$ cat src/rtl/axiu_burst_responder_if.sv
// Bundled initiator-side burst signals and SRAM read port of axiu_burst_responder.
// slave = the responder itself, master = whatever drives start and models the SRAM.
interface axiu_burst_responder_if;
    // Handshakes: axi_start is a single-cycle request sampled only in IDLE;
    // an SRAM read is accepted on a cycle where mem_en && mem_ready, and its
    // mem_rdata is valid exactly one cycle later; axi_rvalid/axi_done are
    // one-cycle pulses with no back-pressure from the initiator.
    logic        axi_start;
    logic [31:0] axi_addr;
    logic [7:0]  axi_len;
    logic [31:0] axi_rdata;
    logic        axi_rvalid;
    logic        axi_done;
    logic        axi_busy;
    logic        axi_err;
    logic        mem_en;
    logic [31:0] mem_addr;
    logic        mem_ready;
    logic [31:0] mem_rdata;

    modport slave (
        input  axi_start, axi_addr, axi_len, mem_ready, mem_rdata,
        output axi_rdata, axi_rvalid, axi_done, axi_busy, axi_err, mem_en, mem_addr
    );

    modport master (
        output axi_start, axi_addr, axi_len, mem_ready, mem_rdata,
        input  axi_rdata, axi_rvalid, axi_done, axi_busy, axi_err, mem_en, mem_addr
    );
endinterface

$ cat src/rtl/axiu_burst_responder.sv
// Burst read responder: turns one start pulse into len word reads from an SRAM and
// streams the words back as beats. Optional length checking: AXIU_LEN_CHECK_EN.
module axiu_burst_responder #(
    parameter int unsigned MAX_LEN = 16
) (
    input  logic                        clk,
    input  logic                        resetn,
    axiu_burst_responder_if.slave       bus,
    output logic [1:0]                  o_dbg_state
);

    typedef enum logic [1:0] {
        S_IDLE = 2'd0,
        S_RUN  = 2'd1,
        S_DONE = 2'd2
    } state_t;

`ifdef AXIU_LEN_CHECK_EN
    localparam bit LEN_CHECK = 1'b1;
`else
    localparam bit LEN_CHECK = 1'b0;
`endif

    state_t      r_state;
    logic [7:0]  r_len;
    logic [7:0]  r_issued;
    logic [7:0]  r_beats;
    logic        r_len_bad;
    logic        r_mem_en;
    logic [31:0] r_mem_addr;
    logic        r_rvalid;
    logic [31:0] r_rdata_hold;
    logic        r_done;
    logic        r_busy;
    logic        r_err;

    logic        w_accept;
    logic        w_len_bad;
    logic [7:0]  w_issued_nxt;
    logic [7:0]  w_beats_nxt;

    assign w_accept     = r_mem_en && bus.mem_ready;
    assign w_issued_nxt = r_issued + 8'd1;
    assign w_beats_nxt  = r_beats + {7'd0, r_rvalid};
    assign w_len_bad    = LEN_CHECK && ((bus.axi_len == 8'd0) || (32'(bus.axi_len) > MAX_LEN));

    always_ff @(posedge clk) begin
        if (!resetn) begin
            r_state      <= S_IDLE;
            r_len        <= 8'd0;
            r_issued     <= 8'd0;
            r_beats      <= 8'd0;
            r_len_bad    <= 1'b0;
            r_mem_en     <= 1'b0;
            r_mem_addr   <= 32'd0;
            r_rvalid     <= 1'b0;
            r_rdata_hold <= 32'd0;
            r_done       <= 1'b0;
            r_busy       <= 1'b0;
            r_err        <= 1'b0;
        end else begin
            r_rvalid <= 1'b0;
            r_done   <= 1'b0;
            r_err    <= 1'b0;
            if (r_rvalid) begin
                r_rdata_hold <= bus.mem_rdata;
            end
            case (r_state)
                S_IDLE: begin
                    if (bus.axi_start) begin
                        // A rejected length runs as an empty burst so done lands in the same cycle as len=0.
                        r_state    <= S_RUN;
                        r_busy     <= 1'b1;
                        r_issued   <= 8'd0;
                        r_beats    <= 8'd0;
                        r_len      <= w_len_bad ? 8'd0 : bus.axi_len;
                        r_len_bad  <= w_len_bad;
                        r_mem_addr <= {bus.axi_addr[31:2], 2'b00};
                        r_mem_en   <= !w_len_bad && (bus.axi_len != 8'd0);
                    end
                end
                S_RUN: begin
                    if (w_accept) begin
                        r_issued   <= w_issued_nxt;
                        r_mem_addr <= r_mem_addr + 32'd4;
                        r_rvalid   <= 1'b1;
                        r_mem_en   <= (w_issued_nxt != r_len);
                    end
                    r_beats <= w_beats_nxt;
                    if ((r_issued == r_len) && (w_beats_nxt == r_len)) begin
                        r_state <= S_DONE;
                        r_done  <= 1'b1;
                        r_err   <= r_len_bad;
                    end
                end
                S_DONE: begin
                    r_state   <= S_IDLE;
                    r_busy    <= 1'b0;
                    r_len_bad <= 1'b0;
                end
                default: begin
                    r_state <= S_IDLE;
                    r_busy  <= 1'b0;
                end
            endcase
        end
    end

    // SRAM data is only valid in the beat cycle, so the beat passes it straight through.
    assign bus.axi_rdata  = r_rvalid ? bus.mem_rdata : r_rdata_hold;
    assign bus.axi_rvalid = r_rvalid;
    assign bus.axi_done   = r_done;
    assign bus.axi_busy   = r_busy;
    assign bus.axi_err    = r_err;
    assign bus.mem_en     = r_mem_en;
    assign bus.mem_addr   = r_mem_addr;
    assign o_dbg_state    = r_state;

endmodule

$ cat src/flat_wrapper.sv
// flat-port wrapper written by rule: the top's interface ports become plain ports
module axiu_burst_responder_flat 
#(
    parameter int unsigned MAX_LEN = 16
)
  (clk, resetn, o_dbg_state, bus_axi_start, bus_axi_addr, bus_axi_len, bus_mem_ready, bus_mem_rdata, bus_axi_rdata, bus_axi_rvalid, bus_axi_done, bus_axi_busy, bus_axi_err, bus_mem_en, bus_mem_addr);
  axiu_burst_responder_if bus_i ();
  input  logic clk;
  input  logic resetn;
  output logic [1:0] o_dbg_state;
  input wire logic [$bits(bus_i.axi_start)-1:0] bus_axi_start;
  input wire logic [$bits(bus_i.axi_addr)-1:0] bus_axi_addr;
  input wire logic [$bits(bus_i.axi_len)-1:0] bus_axi_len;
  input wire logic [$bits(bus_i.mem_ready)-1:0] bus_mem_ready;
  input wire logic [$bits(bus_i.mem_rdata)-1:0] bus_mem_rdata;
  output wire logic [$bits(bus_i.axi_rdata)-1:0] bus_axi_rdata;
  output wire logic [$bits(bus_i.axi_rvalid)-1:0] bus_axi_rvalid;
  output wire logic [$bits(bus_i.axi_done)-1:0] bus_axi_done;
  output wire logic [$bits(bus_i.axi_busy)-1:0] bus_axi_busy;
  output wire logic [$bits(bus_i.axi_err)-1:0] bus_axi_err;
  output wire logic [$bits(bus_i.mem_en)-1:0] bus_mem_en;
  output wire logic [$bits(bus_i.mem_addr)-1:0] bus_mem_addr;
  assign bus_i.axi_start = bus_axi_start;
  assign bus_i.axi_addr = bus_axi_addr;
  assign bus_i.axi_len = bus_axi_len;
  assign bus_i.mem_ready = bus_mem_ready;
  assign bus_i.mem_rdata = bus_mem_rdata;
  assign bus_axi_rdata = bus_i.axi_rdata;
  assign bus_axi_rvalid = bus_i.axi_rvalid;
  assign bus_axi_done = bus_i.axi_done;
  assign bus_axi_busy = bus_i.axi_busy;
  assign bus_axi_err = bus_i.axi_err;
  assign bus_mem_en = bus_i.mem_en;
  assign bus_mem_addr = bus_i.mem_addr;
  axiu_burst_responder #(.MAX_LEN(MAX_LEN)) u_core (.clk(clk), .resetn(resetn), .bus(bus_i), .o_dbg_state(o_dbg_state));
endmodule
$ cat config.mk
export PLATFORM = sky130hd
export DESIGN_NAME = axiu_burst_responder_flat
export DESIGN_NICKNAME = d
export VERILOG_FILES = /design/src/rtl/axiu_burst_responder_if.sv /design/src/rtl/axiu_burst_responder.sv /design/src/flat_wrapper.sv
export SDC_FILE = /design/constraint.sdc
export NUM_CORES = 1
export LEC_CHECK = 0
export ABC_AREA = 1
export BUFFER_PORTS_ARGS = -buffer_cell sky130_fd_sc_hd__clkbuf_2
export CAP_MARGIN = 10
export CORE_ASPECT_RATIO = 1.2
export CORE_MARGIN = 5
export CORE_UTILIZATION = 51
export CTS_CLUSTER_SIZE = 12
export DETAILED_ROUTE_END_ITERATION = 10
export HOLD_SLACK_MARGIN = 0.03
export PLACE_DENSITY = 0.78
export SETUP_SLACK_MARGIN = 0.5
export SYNTH_ARGS = -nofsm -noshare
export SYNTH_HDL_FRONTEND = slang
export SYNTH_SLANG_ARGS = --single-unit
$ cat constraint.sdc
create_clock -name clk -period 4.5 [get_ports clk]
set_clock_uncertainty 0.2 [all_clocks]
set_input_delay 0.45 -clock clk [delete_from_list [all_inputs] [get_ports clk]]
set_output_delay 0.45 -clock clk [all_outputs]
set_load 0.02 [all_outputs]
# == Yosys cells after proc, flatten, opt, wreduce, memory -nomap -nowiden ==
# Cells that the tools add are included.
# word_totals
reg_bits,96
inputBits,76
wordCells,58
# classes
n_addsub,3
n_eq_ne,8
mux,20
bitwise,1
reduce_logical,14
# op_table
op,n
$mux 32,3
$pmux 32 s2,1
$add 32x3->32 const B,1
$pmux 8 s2,2
$eq 8x8->1,2
$mux 8,2
$reduce_and 2->1,6
$add 8x1->8,1
$add 8x1->8 const B,1
$ne 8x8->1,1
$reduce_bool 8->1,1
$mux 1,6
$pmux 1 s2,3
$reduce_and 3->1,2
$mux 2,2
$ne 2x1->1 const B,2
$pmux 2 s2,1
$reduce_bool 2->1,2
$eq 2x1->1 const B,1
$eq 2x2->1 const B,1
$logic_and 1x1->1,2
$logic_not 2->1,1
$ne 2x2->1 const B,1
$not 1->1,1

# == Logic depth before layout (Yosys ltp) ==
# Gate-level depths: netlist (run 1).
# depth
depth_word,5
ltp_mapped,14

# == Least setup slack after synthesis (run 1) ==
# Ideal clock, no wire load.
# synth_path
kind,reg-to-reg
from,register u_core.r_mem_addr[2] (netlist: u_core.bus.mem_addr[2])
to,register u_core.r_mem_addr[16] (netlist: u_core.bus.mem_addr[16])
t_arrival_ns,1.633
required_time_ns,4.185
setup_slack_ns,2.552
stages_incl_launch_ff,11
n_path_buf,0
cell_sequence,dfxtp_1 -> ha_1 -> nand3_2 -> inv_2 -> nand3_2 -> nor2_4 -> nand2_1 -> o21ai_0 -> inv_1 -> o22ai_1 -> inv_1
# synth_between
elab_chain_cells,3
# synth_lines
item,line_no,rtl
from (decl),axiu_burst_responder.sv:30,logic [31:0] r_mem_addr;
from (signal assigned),axiu_burst_responder.sv:78,"r_mem_addr <= {bus.axi_addr[31:2], 2'b00};"
from (signal assigned),axiu_burst_responder.sv:85,r_mem_addr <= r_mem_addr + 32'd4;
$add 32x3->32,axiu_burst_responder.sv:85,
$mux 32,axiu_burst_responder.sv:83,if (w_accept) begin
$pmux 32 s2,axiu_burst_responder.sv:68,case (r_state)
# No other way between the ends. The select of a mux whose other input is x is not followed.
# A chain may end at the register's enable or synchronous reset.

# == Worst setup path in the final report (run 1) ==
# layout_path
from,register u_core.r_rvalid (netlist: u_core.bus.axi_rvalid)
to,output bus_axi_rdata[22]
# layout_between
elab_chain_cells,1
# layout_lines
item,line_no,rtl
from (decl),axiu_burst_responder.sv:31,logic r_rvalid;
from (signal assigned),axiu_burst_responder.sv:56,r_rvalid <= 1'b0;
from (signal assigned),axiu_burst_responder.sv:62,r_rvalid <= 1'b0;
from (signal assigned),axiu_burst_responder.sv:86,r_rvalid <= 1'b1;
$mux 32,axiu_burst_responder.sv:110,assign bus.axi_rdata = r_rvalid ? bus.mem_rdata : r_rdata_hold;
to (decl),flat_wrapper.sv:16,output wire logic [$bits(bus_i.axi_rdata)-1:0] bus_axi_rdata;
# No other way between the ends.

==> reports/summary.txt, run 1 <==
die area: 12200 sq um
WL final: 14600 um
Leak: 2.85 nW
met2 wire length: 7430 um
outcome: finished, final reports clean
most used cells in the layout excluding fill and tap cells: 282 x nand2_1, 141 x clkbuf_2, 92 x dfxtp_1
post-route ant nets: 0
Final Hold Viols: 0
CP Data Arrival Time: 2.08 ns
GR Util All Layers: 24.3%
final period utilization: 60.6%
top_reg_cell synth: dfxtp_1
Reg2Reg Launch Point: u_core.o_dbg_state[0]
root buffer cell: clkbuf_16
DR iter-0 viols: 326
WS Path Type: flop to primary output
final HPWL from detailed placement: 10800 um
first-pass GRT wire length: 23900 um
antenna violations before repair: 0
Syn. warnings: 0
vias in the first global route: 5213
netlist area before placement: 5160 sq um
f_max: 366 MHz
max layer used: met4
worst reg2reg endpoint: u_core.bus.mem_addr[13]
CTS Buf Count: 9
DRT Pass-1 Iters: 4
via count: 5574
clock sinks: 92
max-cap viol count: 0
CTS Buffer Depth: 2
CP Launch Type: flop
I/O pins: 147
Core Box Area: 9960 sq um
Die H: 120 um
routability cong.: 0.932
PortBufs: 141
GR Overflow Total: 0
layout cells sized above 1: 21.1%
setup bufs post-CTS: 0
Layout Nets: 1005
Synth Area per Inst: 6.43 sq um
vias per std cell: 5.28
slew at the pin with the worst max-slew slack: 0.905 ns
area grow syn2layout: 19.5%
Post-synth EDFFs: 0
top fanout value on the critical path: 35
Routed met3 length: 966 um
Seq/Total Area, Yosys: 35.7%
clk slew on worst S/H paths: 0.07 ns
Non-Filler Instances: 1056
setup_tns: 0 ns
setup repair after global routing missed its margin: no
Worst Hold Depth: 3
Final Setup Violations: 0
most common cell after layout, fill and taps aside: nand2_1
CP required: 3.85 ns
largest net degree at the start of global routing: 59
H-tree depth reported by CTS: 3
flop-to-flop setup slack: 1.82 ns
# DRC: 0
Hold Buf Count CTS: 0
Hold Startpoint: bus_mem_rdata[9]
async set-or-reset flop fraction in the synthesized netlist: 0%
Post-Place Cells: 1040
Slew HR: 39.6%
effective utilization at floorplan: 51.9%
final core utilization: 62.0%
Pwr Density: 332 nW/um^2
fin. max-slew vios: 0
WL per Instance: 13.9 um
M1 WL: 5690 um
Rows: 40
die width: 102 um
Clk Latency, worst-skew pair: 0.35 ns
CP endpoint kind: primary output
post-layout min period: 2.73 ns
Tightest Hold Check Type: input port to flop
worst reg2reg path depth: 9
post-CTS resize count: 0
Mapped Cells: 803
Max VDD drop: 0.229 mV
Yosys cell types: 46
CTS tree: yes
diode count: 0
Hold EP: u_core.r_rdata_hold[9]
Yosys reg bits: 92
-- worst max-delay path, stage by stage (launching register included) --
cell and delay, ns:
dfxtp_1 0.30, buf_4 0.24, inv_1 0.71, nand2_1 0.19
nand2_1 0.12, clkbuf_2 0.18
-- worst max-delay path by stage --
stage	slack (ns)	endpoint	start	cells after the start
after global routing	1.55	bus_axi_rdata[26]	u_core.bus.axi_rvalid	5
after detailed placement	1.80	u_core.bus.mem_addr[13]	bus_axi_start	10
after floorplan	2.55	u_core.bus.mem_addr[16]	u_core.bus.mem_addr[2]	10
after CTS	1.74	bus_axi_rdata[22]	u_core.bus.axi_rvalid	5
final	1.77	bus_axi_rdata[22]	u_core.bus.axi_rvalid	5
after global placement	1.84	u_core.bus.mem_addr[19]	bus_axi_start	11
-- cell type report --
| cell class | instances | area [sq um] |
|---|---|---|
| clock buffers | 9 | 225 |
| multi-input cells | 608 | 2900 |
| clock inverters | 7 | 56.3 |
| repair buffers | 145 | 736 |
| flip-flops and latches | 92 | 1840 |
| well taps | 126 | 158 |
| fillers | 990 | 3790 |
| inverters | 69 | 259 |
-- cell families after synthesis --
kind of cell	after synthesis	synth area share [%]
simple gates	448	37.8
compound gates	146	15.9
buf+inv	105	8.41
flops	92	35.7
xor+xnor	7	1.19
fa+ha+maj	4	0.969
other cells	1	0.0726
-- registers in the layout (all words and copies together) (netlist names) --
| name | flops |
|---|---|
| u_core.r_len | 8 |
| u_core.r_beats | 8 |
| u_core.bus.axi_rvalid | 1 |
| u_core.r_rdata_hold | 32 |
| u_core.bus.mem_addr | 30 |
| u_core.bus.axi_busy | 1 |
| u_core.o_dbg_state | 2 |
| u_core.bus.mem_en | 1 |
| u_core.r_issued | 8 |
| u_core.bus.axi_done | 1 |
-- metrics by stage --
stage	hold slack, ns	area, sq um	worst slack [ns]	power, W
final	0.155	6170	1.77	0.00205
after global routing	0.161	6170	1.55	0.00215
after CTS	0.145	6170	1.74	0.00206
after detailed placement	0.260	5890	1.80	0.00134
after global placement	0.257	5890	1.84	0.00133
after floorplan	0.247	5170	2.55	0.00120
-- synthesized netlist by cell type, types with 2 or more instances --
master | count | area (sq um)
nand2_1 | 282 | 1060
dfxtp_1 | 92 | 1840
a21oi_1 | 80 | 400
nand3_1 | 60 | 300
inv_1 | 59 | 221
nor2_1 | 53 | 199
o21ai_0 | 29 | 145
clkbuf_1 | 20 | 75.1
nor3_1 | 11 | 55.1
inv_2 | 10 | 37.5
nand4_1 | 9 | 56.3
o21ai_1 | 9 | 45.0
buf_2 | 8 | 40.0
nand3b_1 | 7 | 52.6
nor2_4 | 6 | 67.6
a31oi_1 | 4 | 25.0
buf_4 | 4 | 30.0
ha_1 | 4 | 50.1
or2_2 | 4 | 25.0
xor2_1 | 4 | 35.0
a311oi_1 | 3 | 26.3
nand3_2 | 3 | 30.0
nor2_2 | 3 | 18.8
o211ai_1 | 3 | 22.5
o22ai_1 | 3 | 18.8
o31ai_1 | 3 | 22.5
xnor2_1 | 3 | 26.3
a211oi_1 | 2 | 15.0
a32o_1 | 2 | 20.0
buf_1 | 2 | 7.51
buf_6 | 2 | 22.5
nand2_2 | 2 | 12.5
nand2_4 | 2 | 22.5
nor4_1 | 2 | 12.5
o32ai_1 | 2 | 17.5
-- metal layers --
layer | vias to the layer above | GRT usage (%)
met4 | 0 | 12.4
met5 | - | 0
li1 | 2866 | -
met3 | 37 | 4.21
met2 | 190 | 42.7
met1 | 2481 | 27.7
-- where the power goes --
group	switching (W)	total [W]	internal, W
registers	0.0000602	0.000920	0.000860
logic	0.000264	0.000400	0.000136
clock network	0.000345	0.000730	0.000385
total	0.000669	0.00205	0.00138
(Power assumes the default switching activity.)
==> run 2: changes to the inputs <==
--- a/config.mk
+++ b/config.mk
@@ -10,7 +10,7 @@
 export CAP_MARGIN = 10
 export CORE_ASPECT_RATIO = 1.2
 export CORE_MARGIN = 5
-export CORE_UTILIZATION = 51
+export CORE_UTILIZATION = 48
 export CTS_CLUSTER_SIZE = 12
 export DETAILED_ROUTE_END_ITERATION = 10
 export HOLD_SLACK_MARGIN = 0.03
==> constraint.sdc (replaced) <==
create_clock -name clk -period 2.45 [get_ports clk]
set_clock_uncertainty 0.2 [all_clocks]
set_input_delay 0.245 -clock clk [delete_from_list [all_inputs] [get_ports clk]]
set_output_delay 0.245 -clock clk [all_outputs]
set_load 0.02 [all_outputs]
==> run 2 against run 1 <==
Against the previous run: wire length grew 9.3%; utilization grew 4.6 points; hold slack lost 0.12 ns; critical path type unchanged; die area grew 5.7%; sequential share of layout area shrank 3.3 points; worst setup slack lost 1.2 ns; highest routed layer unchanged; flip-flop and latch count is the same; largest power group unchanged; clock power grew 110%; cell count grew 6.2%; largest cell class unchanged; critical endpoint is now bus_axi_rdata[5]; sequential power grew 84%; cell area grew 13%; via count grew 6.3%.
==> reports/summary.txt, run 2 (synthesis gave the netlist of run 1 again) <==
Largest Register: u_core.r_rdata_hold
clk slew on worst S/H paths: 0.07 ns
design area: 7000 sq um
I/O pins: 147
via count: 5925
Rows: 41
PortBufs: 141
largest net degree at the start of global routing: 71
Post-Place Cells: 1050
CP Data Arrival Time: 1.45 ns
WS Path Type: flop to primary output
die width: 105 um
root buffer cell: clkbuf_16
# DRC: 0
Layout Nets: 1066
f_max: 528 MHz
Hold Startpoint: bus_axi_addr[5]
DR iter-0 viols: 294
Tightest Hold Check Type: input port to flop
CTS Buffer Depth: 2
CP startpoint: u_core.bus.axi_rvalid
final hold slack: 0.0345 ns
Reg2Reg Launch Point: u_core.bus.axi_rvalid
area grow syn2layout: 35.6%
setup repair after global routing missed its margin: yes
final HPWL from detailed placement: 10800 um
layout cells sized above 1: 25.2%
routability cong.: 0.926
GR Util All Layers: 24.0%
Largest register FFs: 32
most used cells in the layout excluding fill and tap cells: 275 x nand2_1, 140 x clkbuf_2, 82 x dfxtp_1
vias per std cell: 5.29
Core Box Area: 10500 sq um
setup_tns: 0 ns
CTS tree: yes
DRT Pass-1 Iters: 7
WL per Instance: 14.3 um
CTS Buf Count: 9
post-layout min period: 1.90 ns
Clk Latency, worst-skew pair: 0.34 ns
outcome: finished, final reports clean
H-tree depth reported by CTS: 3
fin. max-slew vios: 0
die area: 12900 sq um
most common cell after layout, fill and taps aside: nand2_1
GR Overflow Total: 0
CP endpoint kind: primary output
CP Launch Type: flop
slew at the pin with the worst max-slew slack: 0.591 ns
Max VDD drop: 0.441 mV
top fanout value on the critical path: 11
Non-Filler Instances: 1121
first-pass GRT wire length: 25700 um
Die H: 124 um
Final Hold Viols: 0
vias in the first global route: 5594
effective utilization at floorplan: 49.1%
clock sinks: 92
post-route ant nets: 0
post-placement cell area: 5970 sq um
antenna violations before repair: 0
max-cap viol count: 0
WL final: 16000 um
Pwr Density: 580 nW/um^2
CP required: 2.01 ns
final period utilization: 77.4%
Leak: 3.16 nW
Slew HR: 60.5%
Final Setup Violations: 0
## run 2: cell count changes in the layout (fill, tap and decap cells not counted), moves of 8 or more
cell,change
dlygate4sd3_1,+45
buf_4,+9
dfxtp_1,-10
nor2_1,-8
## run 2: worst max-delay path, cell delays in order, from the launching register on
cell	delay (ns)
dfxtp_4	0.39
clkinvlp_4	0.19
buf_6	0.20
nand2_1	0.09
nand2_1	0.08
clkbuf_2	0.16
## run 2: cell type report
class | instances | area [sq um]
diodes | 1 | 2.50
clock buffers | 10 | 229
clock inverters | 6 | 95.1
fillers | 934 | 3510
inverters | 69 | 270
multi-input cells | 608 | 3030
flip-flops and latches | 92 | 1860
well taps | 129 | 161
repair buffers | 206 | 1350
## run 2: per-layer routing
layer | wire length, um | track usage [%]
met4 | 495 | 10.4
met5 | 0 | 0
met3 | 839 | 3.68
met2 | 8460 | 44.9
met1 | 6210 | 27.2
## run 2: where the power goes
group	total (W)	switching [W]	internal, W
Clock	0.00152	0.000618	0.000906
Combinational	0.000843	0.000514	0.000328
Sequential	0.00169	0.000111	0.00158
Total	0.00406	0.00124	0.00282
## run 2: what timing repair did
action	CTS	global route
endpoints found under the setup margin	48	45
gates resized for setup	14	46
buffers inserted	5	4
endpoints found under the hold margin	45	0
pin swaps	3	5
hold buffers	45	0
## run 2: final timing paths
path | endpoint | slack (ns) | cells past startpoint
min | u_core.bus.mem_addr[5] | 0.03 | 5
min reg2reg | u_core.r_rdata_hold[8] | 0.27 | 2
max | bus_axi_rdata[5] | 0.55 | 5
max reg2reg | u_core.o_dbg_state[0] | 0.60 | 12
## run 2: stage by stage
stage | power [W] | utilization, % | setup WS [ns]
4_1_cts | 0.00405 | 64.9 | 0.505
6_report | 0.00406 | 66.6 | 0.555
3_3_place_gp | 0.00246 | 56.8 | 0.420
5_1_grt | 0.00425 | 66.6 | 0.433
3_5_place_dp | 0.00247 | 56.8 | 0.413
2_1_floorplan | 0.00221 | - | 0.502
